**src/rtl/timer_ctrl_pkg.sv**
```systemverilog
// Shared definitions for the timer controller: register map, CTRL/STATUS bit
// positions and the controller FSM encoding.
package timer_ctrl_pkg;

  localparam logic [1:0] ADDR_CTRL   = 2'd0;
  localparam logic [1:0] ADDR_RELOAD = 2'd1;
  localparam logic [1:0] ADDR_COUNT  = 2'd2;
  localparam logic [1:0] ADDR_STATUS = 2'd3;

  localparam int CTRL_EN   = 0;
  localparam int CTRL_DIR  = 1;
  localparam int CTRL_MODE = 2;
  localparam int CTRL_IE   = 3;

  localparam int STAT_TC      = 0;
  localparam int STAT_RUNNING = 1;

  typedef enum logic [1:0] {
    ST_IDLE = 2'd0,
    ST_ARM  = 2'd1,
    ST_RUN  = 2'd2,
    ST_DONE = 2'd3
  } state_e;

endpackage

```
**src/rtl/timer_ctrl_cnt32.sv**
```systemverilog
// 32-bit loadable up/down counter with a terminal-count flag for the current
// direction (all ones when counting up, zero when counting down).
module timer_cnt32
  import timer_ctrl_pkg::*;
(
  input  logic        clk,
  input  logic        rst_n,
  input  logic        load,
  input  logic [31:0] load_val,
  input  logic        step,
  input  logic        up,
  output logic [31:0] cnt,
  output logic        terminal
);

  logic [31:0] cnt_d, cnt_q;

  always_comb begin
    cnt_d = cnt_q;
    if (load) begin
      cnt_d = load_val;
    end else if (step) begin
      cnt_d = up ? cnt_q + 32'd1 : cnt_q - 32'd1;
    end
  end

  always_ff @(posedge clk or negedge rst_n) begin
    if (!rst_n) begin
      cnt_q <= '0;
    end else begin
      cnt_q <= cnt_d;
    end
  end

  assign cnt      = cnt_q;
  assign terminal = up ? (cnt_q == 32'hFFFF_FFFF) : (cnt_q == 32'd0);

endmodule

```
**src/rtl/timer_ctrl.sv**
```systemverilog
// Programmable timer: register file, arm/run/done FSM and tick prescaler
// driving a 32-bit reversible counter, with a level interrupt on terminal count.
module timer_ctrl
  import timer_ctrl_pkg::*;
#(
  parameter int DIV   = 1,
  parameter int PRE_W = 16
) (
  input  logic        clk,
  input  logic        rst_n,
  input  logic        we,
  input  logic [1:0]  addr,
  input  logic [31:0] wdata,
  output logic [31:0] rdata,
  output logic [31:0] cnt_out,
  output logic        tc_pulse,
  output logic        irq
);

  localparam logic [PRE_W-1:0] PRE_LAST = PRE_W'(DIV - 1);

  state_e           state_d, state_q;
  logic             en_d, en_q, dir_d, dir_q, mode_d, mode_q, ie_d, ie_q;
  logic             tc_d, tc_q, tc_pulse_d, tc_pulse_q;
  logic [31:0]      reload_d, reload_q;
  logic [PRE_W-1:0] pre_d, pre_q;

  logic        wr_ctrl, wr_reload, wr_count, wr_status;
  logic        stop_req, tick, term_evt;
  logic        cnt_load, cnt_step, cnt_term;
  logic [31:0] cnt_load_val, cnt_val;

  assign wr_ctrl   = we && (addr == ADDR_CTRL);
  assign wr_reload = we && (addr == ADDR_RELOAD);
  assign wr_count  = we && (addr == ADDR_COUNT);
  assign wr_status = we && (addr == ADDR_STATUS);

  // Clearing EN in RUN suppresses the tick of that cycle; a COUNT write on a
  // tick cycle wins over both the step and terminal detection.
  assign stop_req = wr_ctrl && !wdata[CTRL_EN];
  assign tick     = (state_q == ST_RUN) && !stop_req && (pre_q == PRE_LAST);
  assign term_evt = tick && !wr_count && cnt_term;

  always_comb begin
    state_d      = state_q;
    pre_d        = pre_q;
    cnt_load     = 1'b0;
    cnt_load_val = wdata;
    cnt_step     = 1'b0;
    {ie_d, mode_d, dir_d, en_d} = {ie_q, mode_q, dir_q, en_q};
    if (wr_ctrl) begin
      {ie_d, mode_d, dir_d, en_d} = wdata[3:0];
    end
    reload_d = wr_reload ? wdata : reload_q;

    case (state_q)
      ST_IDLE, ST_DONE: begin
        if (wr_ctrl) begin
          state_d = wdata[CTRL_EN] ? ST_ARM : ST_IDLE;
        end
      end
      ST_ARM: begin
        state_d      = stop_req ? ST_IDLE : ST_RUN;
        pre_d        = '0;
        cnt_load     = 1'b1;
        cnt_load_val = reload_q;
      end
      ST_RUN: begin
        if (stop_req) begin
          state_d = ST_IDLE;
        end else begin
          pre_d = (pre_q == PRE_LAST) ? '0 : pre_q + PRE_W'(1);
          if (term_evt) begin
            if (mode_q) begin
              cnt_load     = 1'b1;
              cnt_load_val = reload_q;
            end else begin
              en_d    = 1'b0;
              state_d = ST_DONE;
            end
          end else if (tick && !wr_count) begin
            cnt_step = 1'b1;
          end
        end
      end
      default: state_d = ST_IDLE;
    endcase

    if (wr_count) begin
      cnt_load     = 1'b1;
      cnt_load_val = wdata;
    end

    tc_d = tc_q;
    if (wr_status && wdata[STAT_TC]) begin
      tc_d = 1'b0;
    end
    if (term_evt) begin
      tc_d = 1'b1;
    end
    tc_pulse_d = term_evt;
  end

  always_ff @(posedge clk or negedge rst_n) begin
    if (!rst_n) begin
      state_q    <= ST_IDLE;
      en_q       <= 1'b0;
      dir_q      <= 1'b0;
      mode_q     <= 1'b0;
      ie_q       <= 1'b0;
      tc_q       <= 1'b0;
      tc_pulse_q <= 1'b0;
      reload_q   <= '0;
      pre_q      <= '0;
    end else begin
      state_q    <= state_d;
      en_q       <= en_d;
      dir_q      <= dir_d;
      mode_q     <= mode_d;
      ie_q       <= ie_d;
      tc_q       <= tc_d;
      tc_pulse_q <= tc_pulse_d;
      reload_q   <= reload_d;
      pre_q      <= pre_d;
    end
  end

  timer_cnt32 u_cnt (
    .clk      (clk),
    .rst_n    (rst_n),
    .load     (cnt_load),
    .load_val (cnt_load_val),
    .step     (cnt_step),
    .up       (dir_q),
    .cnt      (cnt_val),
    .terminal (cnt_term)
  );

  always_comb begin
    rdata = '0;
    case (addr)
      ADDR_CTRL:   rdata = {28'd0, ie_q, mode_q, dir_q, en_q};
      ADDR_RELOAD: rdata = reload_q;
      ADDR_COUNT:  rdata = cnt_val;
      ADDR_STATUS: rdata = {30'd0, state_q == ST_RUN, tc_q};
      default:     rdata = '0;
    endcase
  end

  assign cnt_out  = cnt_val;
  assign tc_pulse = tc_pulse_q;
  assign irq      = tc_q && ie_q;

endmodule
```
**config.mk**
```make
export PLATFORM = sky130hd
export DESIGN_NAME = timer_ctrl
export DESIGN_NICKNAME = d
export VERILOG_FILES = /design/src/rtl/timer_ctrl_pkg.sv /design/src/rtl/timer_ctrl_cnt32.sv /design/src/rtl/timer_ctrl.sv
export SDC_FILE = /design/constraint.sdc
export NUM_CORES = 1
export LEC_CHECK = 0
export ABC_AREA = 1
export ABC_CLOCK_PERIOD_IN_PS = 3300
export CAP_MARGIN = 20
export CELL_PAD_IN_SITES_DETAIL_PLACEMENT = 1
export CELL_PAD_IN_SITES_GLOBAL_PLACEMENT = 1
export CORE_ASPECT_RATIO = 0.75
export CORE_UTILIZATION = 40
export DETAILED_ROUTE_END_ITERATION = 6
export GPL_TIMING_DRIVEN = 0
export HOLD_SLACK_MARGIN = 0.08
export PLACE_DENSITY_LB_ADDON = 0.05
export SETUP_SLACK_MARGIN = 0.3
export SYNTH_ARGS = -nofsm -noshare
export SYNTH_HDL_FRONTEND = slang
export SYNTH_SLANG_ARGS = --single-unit
```
**constraint.sdc**
```tcl
create_clock -name clk -period 3.3 [get_ports clk]
set_input_delay 0.66 -clock clk [delete_from_list [all_inputs] [get_ports clk]]
set_output_delay 0.66 -clock clk [all_outputs]
set_load 0.02 [all_outputs]
```
==> impl_metrics.ini <==
[power]
p_sw_mw = 5.02
leakagePower_nw = 4.91
clkPwrFrac = 0.116
p_sw_frac = 0.554
ir_drop_v = 0.000415
powerDensity_nw_per_um2 = 916
seqPwrFrac = 0.209
intPower_mw = 4.04
p_comb_frac = 0.675

[detailed_routing]
viasPerCell = 5.71
dr.pass1.iters = 5
antenna_left = 0
vias = 9739
wl_per_cell_um = 20.2
drc = 0
drt_wl_total_mm = 34.4
drt_iter0_markers = 915

[clock_tree]
clock_sinks = 88
holdBufCountCts = 0
cts_tree = done
cts_root_buf = clkbuf_16
clk_pin_slew_ps = 70
h-tree-depth = 3
cts_buffers = 9
clock_latency_ps = 360
clockBufferDepth = 2

[grt]
use_met1 = 0.505
grt_max_degree = 53
grt_use_met2 = 0.503
grt_overflow = 0
antenna_found_initial = 0
met3_usage = 0.0443
busiest_layer = met1
grtUsageTotal = 0.335
grt_pass1_vias = 9525
grt_pass1_wl_mm = 54.5

[finish]
num_antenna_cells = 0
areaGrowthSynthToFinish_pct = 21.2
fillers = 2732
final_common_cell = nand2_1
utilization = 0.504
fin_nets = 1522
drive_gt1_frac = 0.0846
final_cell_mix = 436 x nand2_1, 139 x inv_1, 126 x nand3_1, 122 x nor2_1, 102 x o21ai_0

[yosys]
synth-seq-cells = 88
synth-main-ff-cell = dfrtp_1
synth_top_family_by_area = simple AND/OR/NAND/NOR gates
synthSimpleGateAreaFrac = 0.378
synthMuxAreaShare = 0
ys_seq_area_frac = 0.270
synth-edff-count = 0
synth-compound-area-share = 0.174
synth_fp_nets = 1404
yosysUniqueCellTypes = 44
synth-xor-area-share = 0.0236
async_flop_share = 1.00
ys_warn_count = 0
netlist_instances = 1332
synth_fa_ha_area_frac = 0.0546
syn_area_um2 = 8160
syn_area_per_cell_um2 = 6.13

[placed_design]
portBuffers = 102
gp_congestion = 0.957
dp_hpwl_mm = 27.1
place_ws_ps = -739

[timing]
hold_viol = 0
rsz0062_at_grt = true
slew_headroom = 0.502
setup_viol = 0
drv_slew = 0
fin_crit_sh = 0.902
min_period_ps = 2980
setup_ws_ps = 325
fin_setup_tns_ps = 0
max_freq_mhz = 336
fin_skew_ps = 8.49
worstMarginPinSlew_ps = 748

[floorplanning]
initial_core_util = 0.415
coreArea_um2 = 19700
die_y_um = 126
rows = 44
dieArea_um2 = 21000
die_x_um = 167
top_level_ports = 103

[setup_path]
path_class = in -> out
cp.arrival_ps = 2320
cp-start-kind = input port
cp.required_ps = 2640
cp_max_fo = 10
worstPathCellList = clkdlybuf4s50_1, inv_2, nand2_1, clkbuf_8, inv_2, clkbuf_8, nand2_1, o21ai_2, clkdlybuf4s15_2
critPathMaxStageDelay_ps = 460
cp_slowest_cell = clkdlybuf4s50_1
end_kind = primary output

[hold_path]
hp-class = in -> async

[outcome]
outcome = completed

[flow_run]
drv_cap = 0
layer usage:
metal	share of wire	up-vias
li1	-	4564
met1	0.49	4739
met2	0.42	395
met3	0.071	41
met4	0.019	0
met5	0	-
what timing repair did:
item | 4_1_cts | 5_1_grt
gates resized for setup | 113 | 40
gates cloned | 0 | 0
setup buffers | 2 | 1
endpoints found under the setup margin | 53 | 51
registers in the layout, summed over array words and instances, names as in the netlist:
| signal | cells |
|---|---|
| ie_q | 1 |
| mode_q | 1 |
| en_q | 1 |
| tc_pulse | 1 |
| dir_q | 1 |
| state_q | 2 |
| u_cnt.cnt | 32 |
| tc_q | 1 |
| reload_q | 32 |
| pre_q | 16 |
kinds of logic after synthesis:
| group | count (synthesis) |
|---|---|
| AOI/OAI and AO/OA | 257 |
| buffers and inverters | 201 |
| xor gates and xnor gates | 22 |
| adders and majority gates | 35 |
| and+or+nand+nor | 729 |
| DFF | 88 |
worst paths after layout:
check	startpoint	to	slack (ps)	cells after the start
worst max-delay path	addr[0]	rdata[8]	320	9
worst min-delay path	rst_n	tc_pulse	280	1
worst max register to register	u_cnt.cnt[0]	u_cnt.cnt[31]	550	15
worst min register to register	reload_q[26]	reload_q[26]	520	2
max in group asynchronous	rst_n	reload_q[23]	2330	2
min in group clk	reload_q[26]	reload_q[26]	520	2
cell usage after synthesis (7+ instances only):
master / number / area [um2]
a21oi_1: 88 / 440
a21oi_2: 9 / 78.8
buf_2: 16 / 80.1
clkbuf_1: 28 / 105
dfrtp_1: 88 / 2200
ha_1: 34 / 425
inv_1: 141 / 529
inv_2: 7 / 26.3
nand2_1: 436 / 1640
nand3_1: 126 / 631
nand3_2: 8 / 80.1
nand4_1: 8 / 50.1
nor2_1: 123 / 462
nor3_1: 10 / 50.1
o21ai_0: 113 / 566
o21bai_1: 7 / 52.6
o22ai_1: 12 / 75.1
xor2_1: 19 / 166
through the flow:
| step | hold slack, ps | cells | cell area (um2) | power (mW) |
|---|---|---|---|---|
| CTS | 289 | 1706 | 9910 | 8.95 |
| detailed placement | 499 | 1689 | 9540 | 7.87 |
| floorplan | 364 | 1332 | 8160 | 5.66 |
| global placement | 495 | 1687 | 9500 | 7.71 |
| finish | 280 | 1707 | 9900 | 9.06 |
| global route | 315 | 1707 | 9900 | 9.79 |
layout make-up:
type                       instances  area, um2  area share
clock inverter                     2       12.5     0.00126
multi-input combinational       1043       5200       0.526
inverter                         149        563      0.0569
buffer                            52        305      0.0309
sequential                        88       2200       0.223
clock buffer                      13        280      0.0283
tap                              253        317      0.0320
timing repair buffer             107       1010       0.102
power groups by stage:
stage | Sequential (mW) | Combinational [mW] | Clock, mW
after floorplan | 1.91 | 3.75 | 0
after global placement | 1.89 | 5.82 | 0
after detailed placement | 1.89 | 5.98 | 0
after CTS | 1.88 | 6.01 | 1.07
after global routing | 1.92 | 6.77 | 1.10
final | 1.89 | 6.12 | 1.05
critical path: cells and delay by family:
family / cells / cell delay, ps
compound gates: 1 / 100
buf+inv: 6 / 1350
simple gates: 2 / 200
Power figures use the tool's default switching activity.
